==> src/rtl/dm9000_bus_ctrl_if.sv <==
// Bundle of the user request/response handshake and the DM9000A host-bus pins.
// Handshake: a request is accepted on a rising clk edge where req_valid && req_ready.
// After that edge the request inputs are ignored until req_ready returns high.
// rsp_valid pulses for one cycle per completed request.
interface dm9000_bus_ctrl_if;
    logic        req_valid;
    logic        req_ready;
    logic        req_write;
    logic [7:0]  req_reg;
    logic [15:0] req_wdata;
    logic        rsp_valid;
    logic [15:0] rsp_rdata;
    logic        eth_cs;
    logic        eth_cmd;
    logic        eth_ior;
    logic        eth_iow;
    logic [15:0] eth_data_o;
    logic        eth_data_oe;
    logic [15:0] eth_data_i;

    // The user logic plus pad/bus model side.
    modport master (
        output req_valid, req_write, req_reg, req_wdata, eth_data_i,
        input  req_ready, rsp_valid, rsp_rdata,
        input  eth_cs, eth_cmd, eth_ior, eth_iow, eth_data_o, eth_data_oe
    );

    // The register-access engine.
    modport slave (
        input  req_valid, req_write, req_reg, req_wdata, eth_data_i,
        output req_ready, rsp_valid, rsp_rdata,
        output eth_cs, eth_cmd, eth_ior, eth_iow, eth_data_o, eth_data_oe
    );
endinterface

==> src/rtl/dm9000_bus_ctrl.sv <==
// DM9000A register-access engine: one user request becomes an index cycle then a
// data cycle on CS/CMD/IOR/IOW, with every pin driven straight from a flop.
module dm9000_bus_ctrl #(
    parameter int unsigned SETUP   = 1,
    parameter int unsigned PULSE   = 2,
    parameter int unsigned RECOVER = 2
) (
    input  logic              clk,
    input  logic              rst,
    dm9000_bus_ctrl_if.slave  bus,
    output logic [3:0]        dbg_state
);

    typedef enum logic [3:0] {
        IDLE     = 4'd0,
        I_SETUP  = 4'd1,
        I_STROBE = 4'd2,
        I_HOLD   = 4'd3,
        I_REC    = 4'd4,
        D_SETUP  = 4'd5,
        D_STROBE = 4'd6,
        D_HOLD   = 4'd7,
        D_REC    = 4'd8,
        DONE     = 4'd9
    } state_t;

    localparam logic [3:0] SETUP_CNT   = 4'(SETUP - 1);
    localparam logic [3:0] PULSE_CNT   = 4'(PULSE - 1);
    localparam logic [3:0] RECOVER_CNT = 4'(RECOVER - 1);

    state_t      state_q, state_d;
    logic [3:0]  cnt_q, cnt_d;
    logic        write_q, write_d;
    logic [7:0]  reg_q, reg_d;
    logic [15:0] wdata_q, wdata_d;
    logic [15:0] rdata_q, rdata_d;
    logic        rsp_valid_q, rsp_valid_d;
    logic        ready_q, ready_d;
    logic        cs_q, cs_d;
    logic        cmd_q, cmd_d;
    logic        ior_q, ior_d;
    logic        iow_q, iow_d;
    logic [15:0] dout_q, dout_d;
    logic        oe_q, oe_d;
    logic        last_cycle;

    assign last_cycle = (cnt_q == 4'd0);

    always_comb begin
        state_d = state_q;
        cnt_d   = cnt_q;
        write_d = write_q;
        reg_d   = reg_q;
        wdata_d = wdata_q;
        rdata_d = rdata_q;

        unique case (state_q)
            IDLE: begin
                if (bus.req_valid && ready_q) begin
                    write_d = bus.req_write;
                    reg_d   = bus.req_reg;
                    wdata_d = bus.req_wdata;
                    state_d = I_SETUP;
                    cnt_d   = SETUP_CNT;
                end
            end
            DONE: begin
                state_d = IDLE;
                cnt_d   = 4'd0;
            end
            default: begin
                if (!last_cycle) begin
                    cnt_d = cnt_q - 4'd1;
                end else begin
                    unique case (state_q)
                        I_SETUP:  begin state_d = I_STROBE; cnt_d = PULSE_CNT;   end
                        I_STROBE: begin state_d = I_HOLD;   cnt_d = 4'd0;        end
                        I_HOLD:   begin state_d = I_REC;    cnt_d = RECOVER_CNT; end
                        I_REC:    begin state_d = D_SETUP;  cnt_d = SETUP_CNT;   end
                        D_SETUP:  begin state_d = D_STROBE; cnt_d = PULSE_CNT;   end
                        D_STROBE: begin state_d = D_HOLD;   cnt_d = 4'd0;        end
                        D_HOLD:   begin state_d = D_REC;    cnt_d = RECOVER_CNT; end
                        D_REC:    begin state_d = DONE;     cnt_d = 4'd0;        end
                        default:  begin state_d = IDLE;     cnt_d = 4'd0;        end
                    endcase
                end
            end
        endcase

        // IOR is still low on this edge, so the chip is still driving the bus.
        if (state_q == D_STROBE && last_cycle && !write_q) begin
            rdata_d = bus.eth_data_i;
        end

        // Pin values are decoded from the state being entered so they settle with it.
        cs_d        = 1'b1;
        cmd_d       = 1'b1;
        ior_d       = 1'b1;
        iow_d       = 1'b1;
        oe_d        = 1'b0;
        dout_d      = dout_q;
        ready_d     = (state_d == IDLE);
        rsp_valid_d = (state_d == DONE);

        unique case (state_d)
            I_SETUP, I_STROBE, I_HOLD: begin
                cs_d   = 1'b0;
                cmd_d  = 1'b0;
                oe_d   = 1'b1;
                dout_d = {8'h00, reg_d};
                iow_d  = (state_d != I_STROBE);
            end
            D_SETUP, D_STROBE, D_HOLD: begin
                cs_d  = 1'b0;
                cmd_d = 1'b1;
                oe_d  = write_d;
                if (write_d) begin
                    dout_d = wdata_d;
                end
                iow_d = !(write_d && state_d == D_STROBE);
                ior_d = !(!write_d && state_d == D_STROBE);
            end
            default: begin
            end
        endcase
    end

    always_ff @(posedge clk) begin
        if (rst) begin
            state_q     <= IDLE;
            cnt_q       <= 4'd0;
            write_q     <= 1'b0;
            reg_q       <= 8'h00;
            wdata_q     <= 16'h0000;
            rdata_q     <= 16'h0000;
            rsp_valid_q <= 1'b0;
            ready_q     <= 1'b0;
            cs_q        <= 1'b1;
            cmd_q       <= 1'b1;
            ior_q       <= 1'b1;
            iow_q       <= 1'b1;
            dout_q      <= 16'h0000;
            oe_q        <= 1'b0;
        end else begin
            state_q     <= state_d;
            cnt_q       <= cnt_d;
            write_q     <= write_d;
            reg_q       <= reg_d;
            wdata_q     <= wdata_d;
            rdata_q     <= rdata_d;
            rsp_valid_q <= rsp_valid_d;
            ready_q     <= ready_d;
            cs_q        <= cs_d;
            cmd_q       <= cmd_d;
            ior_q       <= ior_d;
            iow_q       <= iow_d;
            dout_q      <= dout_d;
            oe_q        <= oe_d;
        end
    end

    assign bus.req_ready   = ready_q;
    assign bus.rsp_valid   = rsp_valid_q;
    assign bus.rsp_rdata   = rdata_q;
    assign bus.eth_cs      = cs_q;
    assign bus.eth_cmd     = cmd_q;
    assign bus.eth_ior     = ior_q;
    assign bus.eth_iow     = iow_q;
    assign bus.eth_data_o  = dout_q;
    assign bus.eth_data_oe = oe_q;
    assign dbg_state       = state_q;

endmodule

==> src/flat_wrapper.sv <==
// flat-port wrapper written by rule: the top's interface ports become plain ports
module dm9000_bus_ctrl_flat 
#(
    parameter int unsigned SETUP   = 1,
    parameter int unsigned PULSE   = 2,
    parameter int unsigned RECOVER = 2
)
  (clk, rst, dbg_state, bus_req_valid, bus_req_write, bus_req_reg, bus_req_wdata, bus_eth_data_i, bus_req_ready, bus_rsp_valid, bus_rsp_rdata, bus_eth_cs, bus_eth_cmd, bus_eth_ior, bus_eth_iow, bus_eth_data_o, bus_eth_data_oe);
  dm9000_bus_ctrl_if bus_i ();
  input  logic clk;
  input  logic rst;
  output logic [3:0] dbg_state;
  input wire logic [$bits(bus_i.req_valid)-1:0] bus_req_valid;
  input wire logic [$bits(bus_i.req_write)-1:0] bus_req_write;
  input wire logic [$bits(bus_i.req_reg)-1:0] bus_req_reg;
  input wire logic [$bits(bus_i.req_wdata)-1:0] bus_req_wdata;
  input wire logic [$bits(bus_i.eth_data_i)-1:0] bus_eth_data_i;
  output wire logic [$bits(bus_i.req_ready)-1:0] bus_req_ready;
  output wire logic [$bits(bus_i.rsp_valid)-1:0] bus_rsp_valid;
  output wire logic [$bits(bus_i.rsp_rdata)-1:0] bus_rsp_rdata;
  output wire logic [$bits(bus_i.eth_cs)-1:0] bus_eth_cs;
  output wire logic [$bits(bus_i.eth_cmd)-1:0] bus_eth_cmd;
  output wire logic [$bits(bus_i.eth_ior)-1:0] bus_eth_ior;
  output wire logic [$bits(bus_i.eth_iow)-1:0] bus_eth_iow;
  output wire logic [$bits(bus_i.eth_data_o)-1:0] bus_eth_data_o;
  output wire logic [$bits(bus_i.eth_data_oe)-1:0] bus_eth_data_oe;
  assign bus_i.req_valid = bus_req_valid;
  assign bus_i.req_write = bus_req_write;
  assign bus_i.req_reg = bus_req_reg;
  assign bus_i.req_wdata = bus_req_wdata;
  assign bus_i.eth_data_i = bus_eth_data_i;
  assign bus_req_ready = bus_i.req_ready;
  assign bus_rsp_valid = bus_i.rsp_valid;
  assign bus_rsp_rdata = bus_i.rsp_rdata;
  assign bus_eth_cs = bus_i.eth_cs;
  assign bus_eth_cmd = bus_i.eth_cmd;
  assign bus_eth_ior = bus_i.eth_ior;
  assign bus_eth_iow = bus_i.eth_iow;
  assign bus_eth_data_o = bus_i.eth_data_o;
  assign bus_eth_data_oe = bus_i.eth_data_oe;
  dm9000_bus_ctrl #(.SETUP(SETUP), .PULSE(PULSE), .RECOVER(RECOVER)) u_core (.clk(clk), .rst(rst), .bus(bus_i), .dbg_state(dbg_state));
endmodule
==> config.mk <==
export PLATFORM = sky130hd
export DESIGN_NAME = dm9000_bus_ctrl_flat
export DESIGN_NICKNAME = d
export VERILOG_FILES = /design/src/rtl/dm9000_bus_ctrl_if.sv /design/src/rtl/dm9000_bus_ctrl.sv /design/src/flat_wrapper.sv
export SDC_FILE = /design/constraint.sdc
export NUM_CORES = 1
export LEC_CHECK = 0
export CORE_MARGIN = 2
export CORE_UTILIZATION = 47
export CTS_CLUSTER_SIZE = 16
export DETAILED_ROUTE_END_ITERATION = 16
export PLACE_DENSITY = 0.82
export REMOVE_ABC_BUFFERS = 1
export SETUP_SLACK_MARGIN = 0.3
export SLEW_MARGIN = 20
export SYNTH_ARGS = -nofsm -noshare
export SYNTH_HDL_FRONTEND = slang
export SYNTH_SLANG_ARGS = --single-unit
export TNS_END_PERCENT = 10
==> constraint.sdc <==
create_clock -name clk -period 3.09 [get_ports clk]
set_input_delay 0.7725 -clock clk [delete_from_list [all_inputs] [get_ports clk]]
set_output_delay 0.7725 -clock clk [all_outputs]
set_load 0.02 [all_outputs]
==> report_table.html, run 1 <==
<table>
<tr><th>Metric</th><th>Value</th></tr>
<tr><th colspan="2">Synth</th></tr>
<tr><td>Register bit count reported by yosys</td><td>77</td></tr>
<tr><td>Portion of the post-synthesis area used by sequential elements</td><td>50.4%</td></tr>
<tr><td>Post-synthesis compound-gate area fraction</td><td>14.8%</td></tr>
<tr><td>Leading cell types by total area after synthesis</td><td>sky130_fd_sc_hd__dfxtp_1 (50%), sky130_fd_sc_hd__mux2i_1 (8.8%), sky130_fd_sc_hd__nand2_1 (7.9%)</td></tr>
<tr><td>Most area-hungry cell type in the Yosys netlist</td><td>sky130_fd_sc_hd__dfxtp_1</td></tr>
<tr><td>Library cells used by synthesis</td><td>40</td></tr>
<tr><td>Number of warnings printed during yosys synthesis</td><td>0</td></tr>
<tr><td>Synthesized cell area</td><td>3060 um^2</td></tr>
<tr><td>Share of the synthesized netlist area taken by xor and xnor gates</td><td>0.286%</td></tr>
<tr><td>Dominant combinational cell family by area after synthesis</td><td>simple AND/OR/NAND/NOR gates</td></tr>
<tr><td>Syn Area/Cell</td><td>9.08 um^2</td></tr>
<tr><td>Share of the synthesized area in the top cell type</td><td>50.4%</td></tr>
<tr><td>Post-synthesis simple-gate area fraction</td><td>a little under a fifth</td></tr>
<tr><td>Adder-cell share of the synthesized area</td><td>2.45%</td></tr>
<tr><td>Multiplexer fraction of the synthesized cell area</td><td>9.57%</td></tr>
<tr><td>Synthesized instance count</td><td>337</td></tr>
<tr><th colspan="2">Outcome</th></tr>
<tr><td>Result of the run</td><td>complete, no violations</td></tr>
<tr><th colspan="2">Global routing</th></tr>
<tr><td>Total gr overflow</td><td>0</td></tr>
<tr><td>Maximum number of pins on one net before global-route repair</td><td>31</td></tr>
<tr><td>First-pass GRT wire length</td><td>12,100 um</td></tr>
<tr><td>Vias in the first global route</td><td>between 2,000 and 3,000</td></tr>
<tr><td>Global-route usage over all layers</td><td>approximately a fifth</td></tr>
<tr><td>Number of antenna violations at the first check in global routing</td><td>0</td></tr>
<tr><th colspan="2">Critical path</th></tr>
<tr><td>Classification of the worst setup path</td><td>reg -&gt; reg</td></tr>
<tr><td>Critical-path maximum fanout</td><td>11</td></tr>
<tr><td>R2R Path End</td><td>u_core.bus.eth_data_o[0]</td></tr>
<tr><td>Critical Path Max Stage Delay</td><td>0.53 ns</td></tr>
<tr><td>Combined buffer and inverter count along the critical path</td><td>2</td></tr>
<tr><td>Slowest library cell on the worst path</td><td>sky130_fd_sc_hd__a2111oi_4</td></tr>
<tr><td>Beginning of the worst register-to-register path</td><td>u_core.cnt_q[0]</td></tr>
<tr><td>Required time at the endpoint of the critical path</td><td>3.38 ns</td></tr>
<tr><td>Number of cells on the worst reg-to-reg path</td><td>9</td></tr>
<tr><td>Reg2reg setup slack</td><td>0.53 ns</td></tr>
<tr><td>Worst setup SP type</td><td>flip-flop</td></tr>
<tr><td>Worst endpoint data arrival time</td><td>2.85 ns</td></tr>
<tr><td>Endpoint class of the critical path</td><td>flip-flop</td></tr>
<tr><td>Critical path cell sequence</td><td>inv_1, ha_1, nor3b_1, buf_4, mux2_2, o21a_1, a2111oi_4, o211ai_1, nand2_1</td></tr>
<tr><td>Top Family by Delay on Critical Path</td><td>compound AO/OA/AOI/OAI gates</td></tr>
<tr><th colspan="2">Timing</th></tr>
<tr><td>Achievable clock frequency</td><td>0.391 GHz</td></tr>
<tr><td>Final Skew</td><td>0.00990 ns</td></tr>
<tr><td>Fin crit period</td><td>2.56 ns</td></tr>
<tr><td>Worst-case setup margin in the final layout</td><td>roughly 0.53 ns</td></tr>
<tr><td>Final setup vio count</td><td>0</td></tr>
<tr><td>Final hold viol count</td><td>0</td></tr>
<tr><td>Slew Limit Headroom</td><td>a little over 60%</td></tr>
<tr><td>Max-slew violation total from the final report</td><td>0</td></tr>
<tr><td>RSZ-0062 raised after global routing</td><td>no</td></tr>
<tr><td>Post-route fraction of the period consumed by the critical path</td><td>82.9%</td></tr>
<tr><td>Total Neg Setup Slack</td><td>0 ns</td></tr>
<tr><td>Transition time of the tightest slew-check pin</td><td>~0.59 ns</td></tr>
<tr><th colspan="2">Clock tree</th></tr>
<tr><td>Number of CTS-inserted buffers</td><td>9</td></tr>
<tr><td>Clk buf depth</td><td>2</td></tr>
<tr><td>Number of clock sinks</td><td>77</td></tr>
<tr><td>Post-CTS setup buffer count</td><td>0</td></tr>
<tr><td>Number of hold buffers added after cts</td><td>0</td></tr>
<tr><td>Clock root buffer</td><td>sky130_fd_sc_hd__clkbuf_8</td></tr>
<tr><td>CTS-repair resized insts</td><td>0</td></tr>
<tr><td>CTS tree</td><td>done</td></tr>
<tr><td>Clk pin slew, worst setup/hold paths</td><td>0.08 ns</td></tr>
<tr><td>Htree depth</td><td>3</td></tr>
<tr><td>Clock latency of the later-clocked register in the worst-skew pair</td><td>0.34 ns</td></tr>
<tr><th colspan="2">Pwr</th></tr>
<tr><td>Share of total power consumed by net switching</td><td>21.8%</td></tr>
<tr><td>Switching power total</td><td>0.460 mW</td></tr>
<tr><td>Flop pwr share</td><td>48.7%</td></tr>
<tr><td>Comb power frac</td><td>9.0%</td></tr>
<tr><td>Total power</td><td>2.11 mW</td></tr>
<tr><td>Internal Dissipation</td><td>1.65 mW</td></tr>
<tr><td>Static Leakage</td><td>1.68 nW</td></tr>
<tr><td>Worst vdd ir</td><td>between 200 and 300 uV</td></tr>
<tr><td>Clock share of power</td><td>42.3%</td></tr>
<tr><td>P per Cell Area</td><td>about 500 nW/um^2</td></tr>
<tr><th colspan="2">Routing</th></tr>
<tr><td>Routed wire length per instance</td><td>14.9 um</td></tr>
<tr><td>ANT nets after route</td><td>0</td></tr>
<tr><td>Number of violations reported at the end of detailed-routing iteration 0</td><td>175</td></tr>
<tr><td>Sum of routed wire length over all layers</td><td>7560 um</td></tr>
<tr><td>Number of optimization iterations in the first detailed-route pass</td><td>4</td></tr>
<tr><td>Number of vias in the routed layout</td><td>2,709</td></tr>
<tr><td>Via density per instance</td><td>5.34</td></tr>
<tr><td>Post-detailed-route DRC marker count</td><td>0</td></tr>
<tr><th colspan="2">Die</th></tr>
<tr><td>Number of top-level design ports</td><td>87</td></tr>
<tr><td>Area of the core</td><td>between 6000 and 7000 um^2</td></tr>
<tr><td>Die extent in y</td><td>84.7 um</td></tr>
<tr><td>Die Footprint</td><td>around 7200 um^2</td></tr>
<tr><td>Die Span X</td><td>around 85 um</td></tr>
<tr><td>Initial core utilization</td><td>48.5%</td></tr>
<tr><td>Rows</td><td>29</td></tr>
<tr><th colspan="2">Worst hold path</th></tr>
<tr><td>Path category of the worst min-delay check</td><td>reg -&gt; reg</td></tr>
<tr><td>Hold EP</td><td>u_core.bus.rsp_rdata[13]</td></tr>
<tr><td>Hold Startpoint</td><td>u_core.bus.rsp_rdata[13]</td></tr>
<tr><td>Worst hold path cell count</td><td>2</td></tr>
<tr><th colspan="2">Layout</th></tr>
<tr><td>Layout-stage area growth over the synthesis result</td><td>39.1%</td></tr>
<tr><td>Final Instance Area</td><td>4260 um^2</td></tr>
<tr><td>Antenna fix cells</td><td>0</td></tr>
<tr><td>Fin util</td><td>67.4%</td></tr>
<tr><td>Share of layout cells above drive strength 1</td><td>9.77%</td></tr>
<tr><td>Final #Nets</td><td>476</td></tr>
<tr><td>Filler cell count in the final layout</td><td>511</td></tr>
<tr><th colspan="2">Placed design</th></tr>
<tr><td>DPL Wire Length</td><td>5460 um</td></tr>
<tr><td>Worst slack at placement</td><td>~0.22 ns</td></tr>
<tr><td>Count of buffers from port buffering</td><td>86</td></tr>
<tr><td>Placement-stage cell area</td><td>roughly 4000 um^2</td></tr>
<tr><td>Routability congestion estimate</td><td>between 0.8 and 0.9</td></tr>
<tr><th colspan="2">Flow run</th></tr>
<tr><td>Number of maximum-capacitance violations</td><td>0</td></tr>
</table>
==> kinds of logic after synthesis <==
family | count (synthesis)
AOI/OAI and AO/OA | 66
xor gates and xnor gates | 1
adders and majority gates | 6
buffers and inverters | 25
DFF | 77
muxes | 29
and+or+nand+nor | 133
==> synth_stat cells <==
master	instances
sky130_fd_sc_hd__a211oi_1	2
sky130_fd_sc_hd__xor2_1	1
sky130_fd_sc_hd__nor3b_1	1
sky130_fd_sc_hd__dfxtp_1	77
sky130_fd_sc_hd__and3_1	2
sky130_fd_sc_hd__nand4_1	1
sky130_fd_sc_hd__clkbuf_1	14
sky130_fd_sc_hd__a2111oi_4	1
sky130_fd_sc_hd__ha_1	6
sky130_fd_sc_hd__or3_1	1
sky130_fd_sc_hd__or4_1	1
sky130_fd_sc_hd__o21ai_1	1
sky130_fd_sc_hd__nor3_1	5
sky130_fd_sc_hd__nor4_1	3
sky130_fd_sc_hd__o31ai_1	1
sky130_fd_sc_hd__nor2_1	36
sky130_fd_sc_hd__o22ai_1	1
sky130_fd_sc_hd__buf_4	2
sky130_fd_sc_hd__nand2_1	64
sky130_fd_sc_hd__o21a_1	2
sky130_fd_sc_hd__o21ai_0	4
sky130_fd_sc_hd__a22o_1	6
sky130_fd_sc_hd__a21boi_0	2
sky130_fd_sc_hd__buf_2	2
sky130_fd_sc_hd__mux2_2	2
sky130_fd_sc_hd__a21bo_2	6
sky130_fd_sc_hd__and2_1	3
sky130_fd_sc_hd__a21oi_1	29
sky130_fd_sc_hd__nand2b_1	2
sky130_fd_sc_hd__buf_1	1
sky130_fd_sc_hd__inv_1	6
sky130_fd_sc_hd__o211ai_1	10
sky130_fd_sc_hd__nor4_2	1
sky130_fd_sc_hd__or2_2	2
sky130_fd_sc_hd__nor2b_1	1
sky130_fd_sc_hd__nand3_1	6
sky130_fd_sc_hd__nand3b_1	3
sky130_fd_sc_hd__nor3_2	1
sky130_fd_sc_hd__mux2i_1	27
sky130_fd_sc_hd__o21ai_2	1
==> power by group through the flow <==
stage | clock network [mW] | registers (mW) | logic (mW)
CTS | 0.899 | 1.03 | 0.189
floorplan | 0 | 1.05 | 0.0736
global route | 0.954 | 1.03 | 0.205
detailed placement | 0 | 1.05 | 0.188
global placement | 0 | 1.05 | 0.184
finish | 0.891 | 1.03 | 0.189
==> state kept, by name, summed over array words and instances (netlist names), named ones only <==
| register | count |
|---|---|
| u_core.write_q | 1 |
| u_core.bus.eth_cmd | 1 |
| u_core.bus.req_ready | 1 |
| u_core.bus.eth_data_o | 16 |
| u_core.bus.eth_data_oe | 1 |
| u_core.dbg_state | 4 |
| u_core.bus.rsp_rdata | 16 |
| u_core.cnt_q | 4 |
| u_core.wdata_q | 16 |
| u_core.bus.eth_cs | 1 |
| u_core.reg_q | 8 |
| u_core.bus.eth_ior | 1 |
| u_core.bus.rsp_valid | 1 |
| u_core.bus.eth_iow | 1 |
==> per-stage QoR <==
step	std cells	hold slack (ns)
after detailed placement	492	0.445
after floorplan	318	0.432
after global placement	492	0.438
final	507	0.455
after global routing	507	0.472
after CTS	507	0.456
==> how the worst max path moves through the flow <==
stage | endpoint | cells after the start | slack [ns] | from
3_3_place_gp | u_core.bus.eth_data_o[0] | 6 | 0.34 | bus_req_valid
5_1_grt | u_core.bus.eth_data_o[0] | 9 | 0.31 | u_core.cnt_q[0]
2_1_floorplan | u_core.bus.eth_data_o[2] | 8 | 0.17 | u_core.cnt_q[0]
3_5_place_dp | u_core.bus.eth_data_o[0] | 6 | 0.22 | bus_req_valid
4_1_cts | u_core.bus.eth_data_o[0] | 9 | 0.56 | u_core.cnt_q[0]
6_report | u_core.bus.eth_data_o[0] | 9 | 0.53 | u_core.cnt_q[0]
==> worst min-delay path, cell delays in order (launching register included) <==
cell                      delay, ns
sky130_fd_sc_hd__dfxtp_1       0.31
sky130_fd_sc_hd__nand2_1       0.05
sky130_fd_sc_hd__a21oi_1       0.05
==> cell usage in the layout, fill, tap and decap left out, types with 2 or more instances in the layout <==
master	instances
sky130_fd_sc_hd__and3_1	2
sky130_fd_sc_hd__a21boi_0	2
sky130_fd_sc_hd__o211ai_1	10
sky130_fd_sc_hd__a21bo_2	6
sky130_fd_sc_hd__nor3_1	5
sky130_fd_sc_hd__nand3b_1	3
sky130_fd_sc_hd__o21a_1	2
sky130_fd_sc_hd__nor4_2	2
sky130_fd_sc_hd__o21ai_0	4
sky130_fd_sc_hd__a211oi_1	2
sky130_fd_sc_hd__dfxtp_1	77
sky130_fd_sc_hd__ha_1	6
sky130_fd_sc_hd__mux2i_1	27
sky130_fd_sc_hd__nand3_1	6
sky130_fd_sc_hd__bufinv_16	3
sky130_fd_sc_hd__clkdlybuf4s50_1	85
sky130_fd_sc_hd__or2_2	2
sky130_fd_sc_hd__buf_4	11
sky130_fd_sc_hd__inv_1	6
sky130_fd_sc_hd__nand2_1	64
sky130_fd_sc_hd__clkbuf_8	9
sky130_fd_sc_hd__a21oi_1	29
sky130_fd_sc_hd__clkinv_4	2
sky130_fd_sc_hd__nor4_1	2
sky130_fd_sc_hd__nor2_1	36
sky130_fd_sc_hd__nand2b_1	2
sky130_fd_sc_hd__mux2_2	2
sky130_fd_sc_hd__and2_1	3
sky130_fd_sc_hd__a22o_1	6
==> layer usage <==
layer  GRT usage (%)  vias to the layer above  routed length, um  part of all wire (%)
li1                -                     1328                  -                     -
met1            27.7                     1254               3490                    46
met2            34.0                      118               3480                    46
met3            5.70                        9                530                   7.0
met4            7.07                        0                 64                  0.85
met5               0                        -                  0                     0
==> area by class of cell <==
cell class / instances / area, um^2 / area share (%)
clock buffer: 9 / 124 / 2.91
clock inverter: 6 / 113 / 2.65
inverter: 6 / 22.5 / 0.529
multi-input combinational: 235 / 1420 / 33.4
sequential: 77 / 1540 / 36.2
tap: 77 / 96.3 / 2.26
timing repair buffer: 97 / 938 / 22.1
Power figures use the tool's default switching activity.
==> run 2: changes to the inputs <==
- clock period: 3.09 -> 2.59 ns (I/O delays scaled with it)
==> run 2 against run 1 <==
Wire length decreased by 4.1%. Count of clock-buffer cells in the layout increased by 2. Clock skew increased by 0.0022 ns. Non-clock buffer count increased by 6. Via count decreased by 0.33%. Sequential share of layout area decreased by 0.34 points. Die area unchanged. Register-to-register slack got worse by 0.16 ns. Setup slack got worse by 0.16 ns. Total power increased by 8.8%. Final area increased by 1.0%. Largest power group unchanged.
==> report_table.html, run 2 (synthesis results as in run 1) <==
<table>
<tr><th>Metric</th><th>Value</th></tr>
<tr><th colspan="2">Die</th></tr>
<tr><td>Die Footprint</td><td>7170 um^2</td></tr>
<tr><td>Die Span X</td><td>84.7 um</td></tr>
<tr><td>Number of top-level design ports</td><td>between 80 and 90</td></tr>
<tr><td>Area of the core</td><td>6310 um^2</td></tr>
<tr><td>Rows</td><td>29</td></tr>
<tr><td>Initial core utilization</td><td>48.5%</td></tr>
<tr><td>Die extent in y</td><td>84.7 um</td></tr>
<tr><th colspan="2">Layout</th></tr>
<tr><td>Layout-stage area growth over the synthesis result</td><td>40.5%</td></tr>
<tr><td>Share of layout cells above drive strength 1</td><td>approximately 13%</td></tr>
<tr><td>Commonest non-fill, non-tap cell in the layout</td><td>sky130_fd_sc_hd__clkdlybuf4s50_1</td></tr>
<tr><td>Post-Layout Cell Count</td><td>around 500</td></tr>
<tr><td>Antenna fix cells</td><td>0</td></tr>
<tr><td>Final #Nets</td><td>482</td></tr>
<tr><td>Final Instance Area</td><td>4300 um^2</td></tr>
<tr><td>Leading cell types in the layout, fill and taps excluded</td><td>sky130_fd_sc_hd__clkdlybuf4s50_1 (85), sky130_fd_sc_hd__dfxtp_1 (76), sky130_fd_sc_hd__nand2_1 (64), sky130_fd_sc_hd__nor2_1 (34), sky130_fd_sc_hd__a21oi_1 (29)</td></tr>
<tr><th colspan="2">Timing</th></tr>
<tr><td>Final Skew</td><td>roughly 0.012 ns</td></tr>
<tr><td>Final setup vio count</td><td>0</td></tr>
<tr><td>Total Neg Setup Slack</td><td>0 ns</td></tr>
<tr><td>RSZ-0062 raised after global routing</td><td>yes</td></tr>
<tr><td>Transition time of the tightest slew-check pin</td><td>0.593 ns</td></tr>
<tr><td>Slew Limit Headroom</td><td>60.2%</td></tr>
<tr><td>Final hold slack</td><td>0.454 ns</td></tr>
<tr><td>Fin crit period</td><td>approximately 2.2 ns</td></tr>
<tr><td>Final hold viol count</td><td>0</td></tr>
<tr><td>Achievable clock frequency</td><td>0.450 GHz</td></tr>
<tr><td>Max-slew violation total from the final report</td><td>0</td></tr>
<tr><td>Post-route fraction of the period consumed by the critical path</td><td>85.8%</td></tr>
<tr><th colspan="2">Global routing</th></tr>
<tr><td>Maximum number of pins on one net before global-route repair</td><td>a little over 40</td></tr>
<tr><td>Number of antenna violations at the first check in global routing</td><td>0</td></tr>
<tr><td>First-pass GRT wire length</td><td>11,800 um</td></tr>
<tr><td>Total gr overflow</td><td>0</td></tr>
<tr><td>Vias in the first global route</td><td>2,587</td></tr>
<tr><td>Global-route usage over all layers</td><td>slightly above 20%</td></tr>
<tr><th colspan="2">Pwr</th></tr>
<tr><td>Share of total power consumed by net switching</td><td>a little under a quarter</td></tr>
<tr><td>Internal Dissipation</td><td>1.74 mW</td></tr>
<tr><td>Flop pwr share</td><td>53.4%</td></tr>
<tr><td>Clock share of power</td><td>between 30% and 40%</td></tr>
<tr><td>P per Cell Area</td><td>533 nW/um^2</td></tr>
<tr><td>Static Leakage</td><td>about 1.7 nW</td></tr>
<tr><td>Switching power total</td><td>between 0.5 and 0.6 mW</td></tr>
<tr><td>Worst vdd ir</td><td>305 uV</td></tr>
<tr><td>Comb power frac</td><td>10.1%</td></tr>
<tr><th colspan="2">Placed design</th></tr>
<tr><td>Placement-stage cell area</td><td>~4100 um^2</td></tr>
<tr><td>Routability congestion estimate</td><td>about 0.9</td></tr>
<tr><td>Count of buffers from port buffering</td><td>86</td></tr>
<tr><td>DPL Wire Length</td><td>5310 um</td></tr>
<tr><td>Placed cell count</td><td>498</td></tr>
<tr><th colspan="2">Routing</th></tr>
<tr><td>Number of optimization iterations in the first detailed-route pass</td><td>4</td></tr>
<tr><td>ANT nets after route</td><td>0</td></tr>
<tr><td>Sum of routed wire length over all layers</td><td>7240 um</td></tr>
<tr><td>Number of violations reported at the end of detailed-routing iteration 0</td><td>151</td></tr>
<tr><td>Number of vias in the routed layout</td><td>2,700</td></tr>
<tr><td>Via density per instance</td><td>roughly 5.3</td></tr>
<tr><td>Post-detailed-route DRC marker count</td><td>0</td></tr>
<tr><td>Routed wire length per instance</td><td>14.1 um</td></tr>
<tr><th colspan="2">Critical path</th></tr>
<tr><td>Worst setup SP type</td><td>flip-flop</td></tr>
<tr><td>Classification of the worst setup path</td><td>reg -&gt; reg</td></tr>
<tr><td>Required time at the endpoint of the critical path</td><td>2.80 ns</td></tr>
<tr><td>Critical-path maximum fanout</td><td>4</td></tr>
<tr><td>Endpoint class of the critical path</td><td>flip-flop</td></tr>
<tr><td>Number of cells on the worst reg-to-reg path</td><td>8</td></tr>
<tr><td>Worst endpoint data arrival time</td><td>2.43 ns</td></tr>
<tr><th colspan="2">Clock tree</th></tr>
<tr><td>Clock root buffer</td><td>sky130_fd_sc_hd__clkbuf_8</td></tr>
<tr><td>Number of hold buffers added after cts</td><td>0</td></tr>
<tr><td>Htree depth</td><td>3</td></tr>
<tr><td>Number of CTS-inserted buffers</td><td>9</td></tr>
<tr><td>Number of clock sinks</td><td>77</td></tr>
<tr><td>Clk buf depth</td><td>2</td></tr>
<tr><td>CTS tree</td><td>done</td></tr>
<tr><td>Clock latency of the later-clocked register in the worst-skew pair</td><td>~0.34 ns</td></tr>
<tr><td>Clk pin slew, worst setup/hold paths</td><td>0.07 ns</td></tr>
<tr><td>Post-CTS setup buffer count</td><td>0</td></tr>
<tr><th colspan="2">Worst hold path</th></tr>
<tr><td>Path category of the worst min-delay check</td><td>reg -&gt; reg</td></tr>
<tr><td>Worst hold path cell count</td><td>2</td></tr>
<tr><th colspan="2">Outcome</th></tr>
<tr><td>Result of the run</td><td>complete, no violations</td></tr>
<tr><th colspan="2">Flow run</th></tr>
<tr><td>Number of maximum-capacitance violations</td><td>0</td></tr>
</table>
-- run 2: path summary, 6_finish.rpt --
| path | endpoint | start | slack [ns] |
|---|---|---|---|
| worst max-delay path | u_core.bus.eth_ior | u_core.cnt_q[0] | 0.37 |
| worst min register to register | u_core.bus.rsp_rdata[13] | u_core.bus.rsp_rdata[13] | 0.45 |
| worst max register to register | u_core.bus.eth_ior | u_core.cnt_q[0] | 0.37 |
| worst min-delay path | u_core.bus.rsp_rdata[13] | u_core.bus.rsp_rdata[13] | 0.45 |
-- run 2: power by group through the flow --
stage | registers (mW) | logic (mW) | clock network (mW)
finish | 1.22 | 0.232 | 0.835
global route | 1.23 | 0.252 | 0.917
floorplan | 1.26 | 0.0879 | 0
detailed placement | 1.25 | 0.229 | 0
CTS | 1.22 | 0.231 | 0.860
global placement | 1.25 | 0.226 | 0
-- run 2: what timing repair did --
action,4_1_cts,5_1_grt
pin swaps,0,1
gates cloned,0,0
hold endpoints to repair,0,0
gates resized for setup,2,9
endpoints found under the setup margin,22,22
-- run 2: layer usage --
metal | vias to the layer above | global-route usage [%] | wire length (um) | part of all wire, %
li1 | 1344 | - | - | -
met1 | 1244 | 26.6 | 3250 | 45
met2 | 101 | 33.4 | 3400 | 47
met3 | 11 | 4.42 | 491 | 6.8
met4 | 0 | 8.51 | 104 | 1.4
met5 | - | 0 | 0 | 0
-- run 2: metrics by stage --
stage               power [mW]  setup WS (ns)  utilization (%)
detailed placement        1.48         0.0380             64.6
CTS                       2.32          0.307             67.8
finish                    2.29          0.367             68.1
global placement          1.48          0.128             64.6
floorplan                 1.35         -0.326                -
global route              2.40          0.212             68.1
-- run 2: worst max-delay path, stage by stage, from the launching register on --
cell and delay, ns:
sky130_fd_sc_hd__dfxtp_2 0.34, sky130_fd_sc_hd__inv_1 0.07, sky130_fd_sc_hd__ha_1 0.17, sky130_fd_sc_hd__nor3b_4 0.26, sky130_fd_sc_hd__buf_4 0.19, sky130_fd_sc_hd__mux2i_1 0.06
sky130_fd_sc_hd__or3_1 0.44, sky130_fd_sc_hd__nor4_1 0.45, sky130_fd_sc_hd__nand3_1 0.12
-- run 2: final cells by class --
cell class	instances	area, um^2
inverter	6	22.5
multi-input combinational	235	1440
tap	77	96.3
sequential	77	1540
clock inverter	5	40.0
timing repair buffer	103	1000
clock buffer	11	151
fill	485	2010
